## src/rtl/mdu.sv

```systemverilog
// Multiply/divide unit owning the HI/LO registers: multi-cycle MULT/MULTU/MUL and a
// 32-step restoring divider for DIV/DIVU, with pipeline stall, hold and flush handling.
module mdu (
  input  logic        clk,
  input  logic        rst,
  input  logic [3:0]  mdu_op_i,
  input  logic        en_i,
  input  logic        hold_i,
  input  logic        flush_i,
  input  logic [31:0] a_i,
  input  logic [31:0] b_i,
  output logic [31:0] result_o,
  output logic        stall_o,
  output logic [31:0] hi_o,
  output logic [31:0] lo_o
);

  localparam logic [3:0] OP_DIV   = 4'd1;
  localparam logic [3:0] OP_DIVU  = 4'd2;
  localparam logic [3:0] OP_MUL   = 4'd3;
  localparam logic [3:0] OP_MULT  = 4'd4;
  localparam logic [3:0] OP_MULTU = 4'd5;
  localparam logic [3:0] OP_MFHI  = 4'd6;
  localparam logic [3:0] OP_MFLO  = 4'd7;
  localparam logic [3:0] OP_MTHI  = 4'd8;
  localparam logic [3:0] OP_MTLO  = 4'd9;

  typedef enum logic [1:0] {IDLE, MULB, DIVB, DONE} state_e;

  state_e      state_q, state_d;
  logic [31:0] hi_q, hi_d, lo_q, lo_d;
  logic [31:0] hiTmp_q, hiTmp_d, loTmp_q, loTmp_d;
  logic [3:0]  op_q, op_d;
  logic [4:0]  cnt_q, cnt_d;
  logic [31:0] rem_q, rem_d, quo_q, quo_d, dvsr_q, dvsr_d;
  logic        negQuo_q, negQuo_d, negRem_q, negRem_d;

  logic        isDiv, isMul, signedDiv;
  logic [31:0] absA, absB;
  logic        mulSigned;
  logic [63:0] aExt, bExt, product;
  logic [32:0] shifted;
  logic [31:0] diff, stepRem, stepQuo;
  logic        qBit;

  // Operand conditioning and datapath; quo_q/dvsr_q double as multiplier operands.
  always_comb begin
    isDiv     = (mdu_op_i == OP_DIV) || (mdu_op_i == OP_DIVU);
    isMul     = (mdu_op_i == OP_MUL) || (mdu_op_i == OP_MULT) || (mdu_op_i == OP_MULTU);
    signedDiv = (mdu_op_i == OP_DIV);
    absA      = (signedDiv && a_i[31]) ? -a_i : a_i;
    absB      = (signedDiv && b_i[31]) ? -b_i : b_i;
    mulSigned = (op_q != OP_MULTU);
    aExt      = {(mulSigned ? {32{quo_q[31]}} : 32'h0), quo_q};
    bExt      = {(mulSigned ? {32{dvsr_q[31]}} : 32'h0), dvsr_q};
    product   = aExt * bExt;
    shifted   = {rem_q, quo_q[31]};
    qBit      = (shifted >= {1'b0, dvsr_q});
    diff      = shifted[31:0] - dvsr_q;
    stepRem   = qBit ? diff : shifted[31:0];
    stepQuo   = {quo_q[30:0], qBit};
  end

  always_comb begin
    state_d  = state_q;
    hi_d     = hi_q;
    lo_d     = lo_q;
    hiTmp_d  = hiTmp_q;
    loTmp_d  = loTmp_q;
    op_d     = op_q;
    cnt_d    = cnt_q;
    rem_d    = rem_q;
    quo_d    = quo_q;
    dvsr_d   = dvsr_q;
    negQuo_d = negQuo_q;
    negRem_d = negRem_q;
    stall_o  = 1'b0;
    result_o = 32'h0;
    case (state_q)
      IDLE: begin
        if (en_i) begin
          if ((isDiv || isMul) && !flush_i) begin
            stall_o = 1'b1;
            op_d    = mdu_op_i;
            if (isDiv) begin
              quo_d    = absA;
              dvsr_d   = absB;
              rem_d    = 32'h0;
              cnt_d    = 5'd0;
              // A zero divisor leaves the all-ones quotient unsigned.
              negQuo_d = signedDiv && (a_i[31] ^ b_i[31]) && (b_i != 32'h0);
              negRem_d = signedDiv && a_i[31];
              state_d  = DIVB;
            end else begin
              quo_d   = a_i;
              dvsr_d  = b_i;
              state_d = MULB;
            end
          end
          case (mdu_op_i)
            OP_MFHI: result_o = hi_q;
            OP_MFLO: result_o = lo_q;
            OP_MTHI: if (!flush_i && !hold_i) hi_d = a_i;
            OP_MTLO: if (!flush_i && !hold_i) lo_d = a_i;
            default: ;
          endcase
        end
      end
      MULB: begin
        stall_o = 1'b1;
        if (flush_i) begin
          state_d = IDLE;
        end else begin
          hiTmp_d = product[63:32];
          loTmp_d = product[31:0];
          state_d = DONE;
        end
      end
      DIVB: begin
        stall_o = 1'b1;
        if (flush_i) begin
          state_d = IDLE;
        end else begin
          rem_d = stepRem;
          quo_d = stepQuo;
          cnt_d = cnt_q + 5'd1;
          if (cnt_q == 5'd31) begin
            loTmp_d = negQuo_q ? -stepQuo : stepQuo;
            hiTmp_d = negRem_q ? -stepRem : stepRem;
            state_d = DONE;
          end
        end
      end
      DONE: begin
        if (op_q == OP_MUL) result_o = loTmp_q;
        if (flush_i) begin
          state_d = IDLE;
        end else if (!hold_i) begin
          if (op_q != OP_MUL) begin
            hi_d = hiTmp_q;
            lo_d = loTmp_q;
          end
          state_d = IDLE;
        end
      end
      default: state_d = IDLE;
    endcase
  end

  always_ff @(posedge clk or posedge rst) begin
    if (rst) begin
      state_q  <= IDLE;
      hi_q     <= 32'h0;
      lo_q     <= 32'h0;
      hiTmp_q  <= 32'h0;
      loTmp_q  <= 32'h0;
      op_q     <= 4'd0;
      cnt_q    <= 5'd0;
      rem_q    <= 32'h0;
      quo_q    <= 32'h0;
      dvsr_q   <= 32'h0;
      negQuo_q <= 1'b0;
      negRem_q <= 1'b0;
    end else begin
      state_q  <= state_d;
      hi_q     <= hi_d;
      lo_q     <= lo_d;
      hiTmp_q  <= hiTmp_d;
      loTmp_q  <= loTmp_d;
      op_q     <= op_d;
      cnt_q    <= cnt_d;
      rem_q    <= rem_d;
      quo_q    <= quo_d;
      dvsr_q   <= dvsr_d;
      negQuo_q <= negQuo_d;
      negRem_q <= negRem_d;
    end
  end

  assign hi_o = hi_q;
  assign lo_o = lo_q;

endmodule

```

## config.mk

```make
export PLATFORM = sky130hd
export DESIGN_NAME = mdu
export DESIGN_NICKNAME = d
export VERILOG_FILES = /design/src/rtl/mdu.sv
export SDC_FILE = /design/constraint.sdc
export NUM_CORES = 2
export LEC_CHECK = 0
export BUFFER_PORTS_ARGS = -buffer_cell sky130_fd_sc_hd__clkbuf_2
export CORE_MARGIN = 3
export CORE_UTILIZATION = 50
export CTS_BUF_LIST = sky130_fd_sc_hd__clkbuf_8
export CTS_CLUSTER_SIZE = 20
export DETAILED_ROUTE_END_ITERATION = 8
export PLACE_DENSITY = 0.66
export REMOVE_ABC_BUFFERS = 1
export SYNTH_ARGS = -nofsm -noshare
export SYNTH_HDL_FRONTEND = slang
export SYNTH_SLANG_ARGS = --single-unit
```

## constraint.sdc

```tcl
create_clock -name clk -period 19.2 [get_ports clk]
set_clock_uncertainty 0.1 [all_clocks]
set_input_delay 1.92 -clock clk [delete_from_list [all_inputs] [get_ports clk]]
set_output_delay 1.92 -clock clk [all_outputs]
set_load 0.05 [all_outputs]
```

==> metrics.yaml <==
clock_tree:
  cts_max_level: 2
  cts_root_buf: "clkbuf_8"
  clock-sinks: 237
  clock_latency_ns: 0.68
  clk_path_buf_depth: 3
  cts_buffers: 43
  path_clk_slew_ns: 0.07
  cts.repair.resized: 0
  cts_setup_buffers: 0
  cts_tree: "built"
  ctsHoldBuffers: 0
worst_setup_path:
  reg2reg_to: "hiTmp_q[29]$_DFFE_PP0P_"
  r2r_cells: 33
  arrival_ns: 11.30
  crit_type: "reg2reg"
  end_kind: "register"
  startpoint_type: "register"
  crit_fanout: 24
  cp_common_cell: "fa_1"
  crit_buf_inv: 9
  required_ns: 19.61
  cpPeakStageDelay_ns: 0.89
  r2r_start: "quo_q[31]$_DFFE_PP0P_"
  slowest_stage: "fa_1"
  rrSetupSlack_ns: 8.31
  crit_family: "adder cells"
logic_synthesis:
  avgSynthCellArea_um2: 8.86
  synth_area_um2: 63400
  synth_enable_flop_cells: 0
  syn_inst: 7164
  ys_seq_area_frac: 0.0935
  synth_seq_cells: 237
  yosys_warnings: 0
  synth_flop_cell: "dfrtp_1"
  synthArstFlopShare: 1.00
  ys_types: 80
route:
  dr_wl_met2_um: 91700
  dr.pass1.iters: 6
  final_antenna_net_count: 0
  drc: 0
  drt-met1-wl_um: 81800
  routedWlPerCell_um: 22.8
  drt_iter0_drc: 4560
  detail_route.vias_per_cell: 5.66
  routed-via-count: 49675
  top_layer: "met5"
  finalWirelength_um: 200000
  routed-wl-met3_um: 18000
placed_design:
  place_hpwl_um: 159000
  place.gp.congestion: 0.995
  port_buffers: 169
floorplan:
  rows: 130
  start_util: 0.505
  ios: 170
  core_area_um2: 126000
  die_w_um: 362
  die_h_um: 362
  dieArea_um2: 131000
grt:
  grt_pass1_vias: 52039
  grt_pass1_wl_um: 313000
  grt_max_degree: 101
  grt_util_all_layers: 0.314
  overflow: 0
  grt_antenna_before_repair: 13
timing:
  fmax_ghz: 0.0918
  setup_viol: 0
  drv_slew: 0
  hold_violations: 0
  relSlewSlack: 0.120
  finalCritPeriodShare: 0.567
  grt_setup_unrepaired: "no"
  fin_crit_ns: 10.89
  setup_tns_ns: 0
  tightest_slew_ns: 1.31
worst_hold_path:
  hold_path_depth: 2
  whs_endpoint: "cnt_q[4]$_DFFE_PP0P_"
  hold_start: "cnt_q[4]$_DFFE_PP0P_"
  hp-class: "reg2reg"
final_layout:
  drive_above_1_share: 0.0554
  syn_to_final_growth_pct: 5.10
  nNetsFinal: 8937
  postLayoutCoreUtil: 0.530
run:
  cap_violations: 0
run_status:
  outcome: "completed"
Yosys cell counts, types with 8 or more instances:
cell      instances  share of area
inv_1          1570          0.093
or4_1            11         0.0013
o41ai_1          11         0.0015
nor4_1           15         0.0015
a22o_1            8         0.0011
o31ai_1          30         0.0035
xor2_1           83          0.011
a221oi_1          8         0.0011
a21o_1           66         0.0078
a21oi_1         338          0.027
and2_1          393          0.039
xnor2_1         152          0.021
ha_1            351          0.069
fa_1           1420           0.45
o21bai_1         12         0.0014
o211ai_1         17         0.0020
a22oi_1          41         0.0049
a31o_2            8         0.0011
nand2_1         951          0.056
o21ai_0         273          0.022
clkbuf_1        343          0.020
mux2i_1          31         0.0049
or3_1            23         0.0023
nor2b_1          37         0.0036
nand2b_1         23         0.0023
and3_1           27         0.0027
nor2_1          324          0.019
nand3_1          39         0.0031
o21a_1           18         0.0021
dfrtp_1         237          0.093
a211oi_1         21         0.0025
or2_2            10        0.00099
o31a_1           10         0.0014
nand4_1          19         0.0019
nand3b_1         10         0.0012
a31oi_1          27         0.0027
nor3_1           53         0.0042
buf_1            44         0.0026
routing by layer:
layer / vias up / GRT usage
met5: - / 0
met4: 8 / 0.116
met3: 401 / 0.0536
met2: 2152 / 0.494
met1: 25642 / 0.440
li1: 21472 / -
cells in the final DEF, fill, tap and decap left out, types with 31 or more instances in the layout:
master | synthesis | routed
inv_1 | 1570 | 1581
fa_1 | 1420 | 1420
nand2_1 | 951 | 949
and2_1 | 393 | 393
ha_1 | 351 | 349
a21oi_1 | 338 | 338
nor2_1 | 324 | 320
o21ai_0 | 273 | 272
dfrtp_1 | 237 | 233
clkbuf_2 | 0 | 169
xnor2_1 | 152 | 152
buf_4 | 0 | 105
xor2_1 | 83 | 83
a21o_1 | 66 | 66
nor3_1 | 53 | 52
clkbuf_8 | 0 | 52
a22oi_1 | 41 | 40
nand3_1 | 39 | 39
nor2b_1 | 37 | 37
mux2i_1 | 31 | 31
per-stage QoR:
step	instances	worst slack [ns]	hold slack, ns	cell area (um^2)
after floorplan	6774	8.65	0.346	62000
after global placement	8698	8.53	0.369	65800
after detailed placement	8698	8.37	0.386	65800
after CTS	8776	8.34	0.399	66700
after global routing	8780	7.69	0.439	66700
final	8781	8.31	0.398	66700
cell type report:
class	count	area, um^2
well taps	1650	2060
clock inverters	26	188
fillers	11715	59000
diodes	5	12.5
flip-flops and latches	237	5940
multi-input cells	4965	50200
repair buffers	274	1630
clock buffers	52	716
inverters	1572	5910
registers in the layout, summed over array words and instances (netlist names), 5 cells and up:
signal   count
cnt_q        5
dvsr_q      32
hiTmp_q     32
hi_o        32
loTmp_q     32
lo_o        32
quo_q       32
rem_q       32
logic make-up (layout without fill, tap and decap cells):
kind of cell,count (synthesis),count (layout),share of synthesized area
xor gates and xnor gates,236,236,0.0328
AOI/OAI and AO/OA,954,954,0.0905
DFF,237,237,0.0935
buffers and inverters,1962,1924,0.116
and+or+nand+nor,1962,1962,0.143
other,0,5,0
muxes,38,38,0.00613
adders and majority gates,1775,1775,0.518
tightest hold or removal path, cell delays in order (launching register included):
cell     delay (ns)
dfrtp_1        0.35
nand2_1        0.05
o21ai_0        0.06
worst max path at each step:
stage                                startpoint                 endpoint  slack [ns]  cells past startpoint
after floorplan             op_q[1]$_DFFE_PP0P_  hiTmp_q[28]$_DFFE_PP0P_        8.65                     31
after global placement    quo_q[31]$_DFFE_PP0P_  hiTmp_q[29]$_DFFE_PP0P_        8.53                     33
after detailed placement  quo_q[31]$_DFFE_PP0P_  hiTmp_q[29]$_DFFE_PP0P_        8.37                     33
after CTS                 quo_q[31]$_DFFE_PP0P_  hiTmp_q[29]$_DFFE_PP0P_        8.34                     33
after global routing      quo_q[31]$_DFFE_PP0P_  hiTmp_q[29]$_DFFE_PP0P_        7.69                     33
final                     quo_q[31]$_DFFE_PP0P_  hiTmp_q[29]$_DFFE_PP0P_        8.31                     33
Power is not shown: default switching activity piles up to over one toggle a cycle in this logic, so the estimate is an artifact.
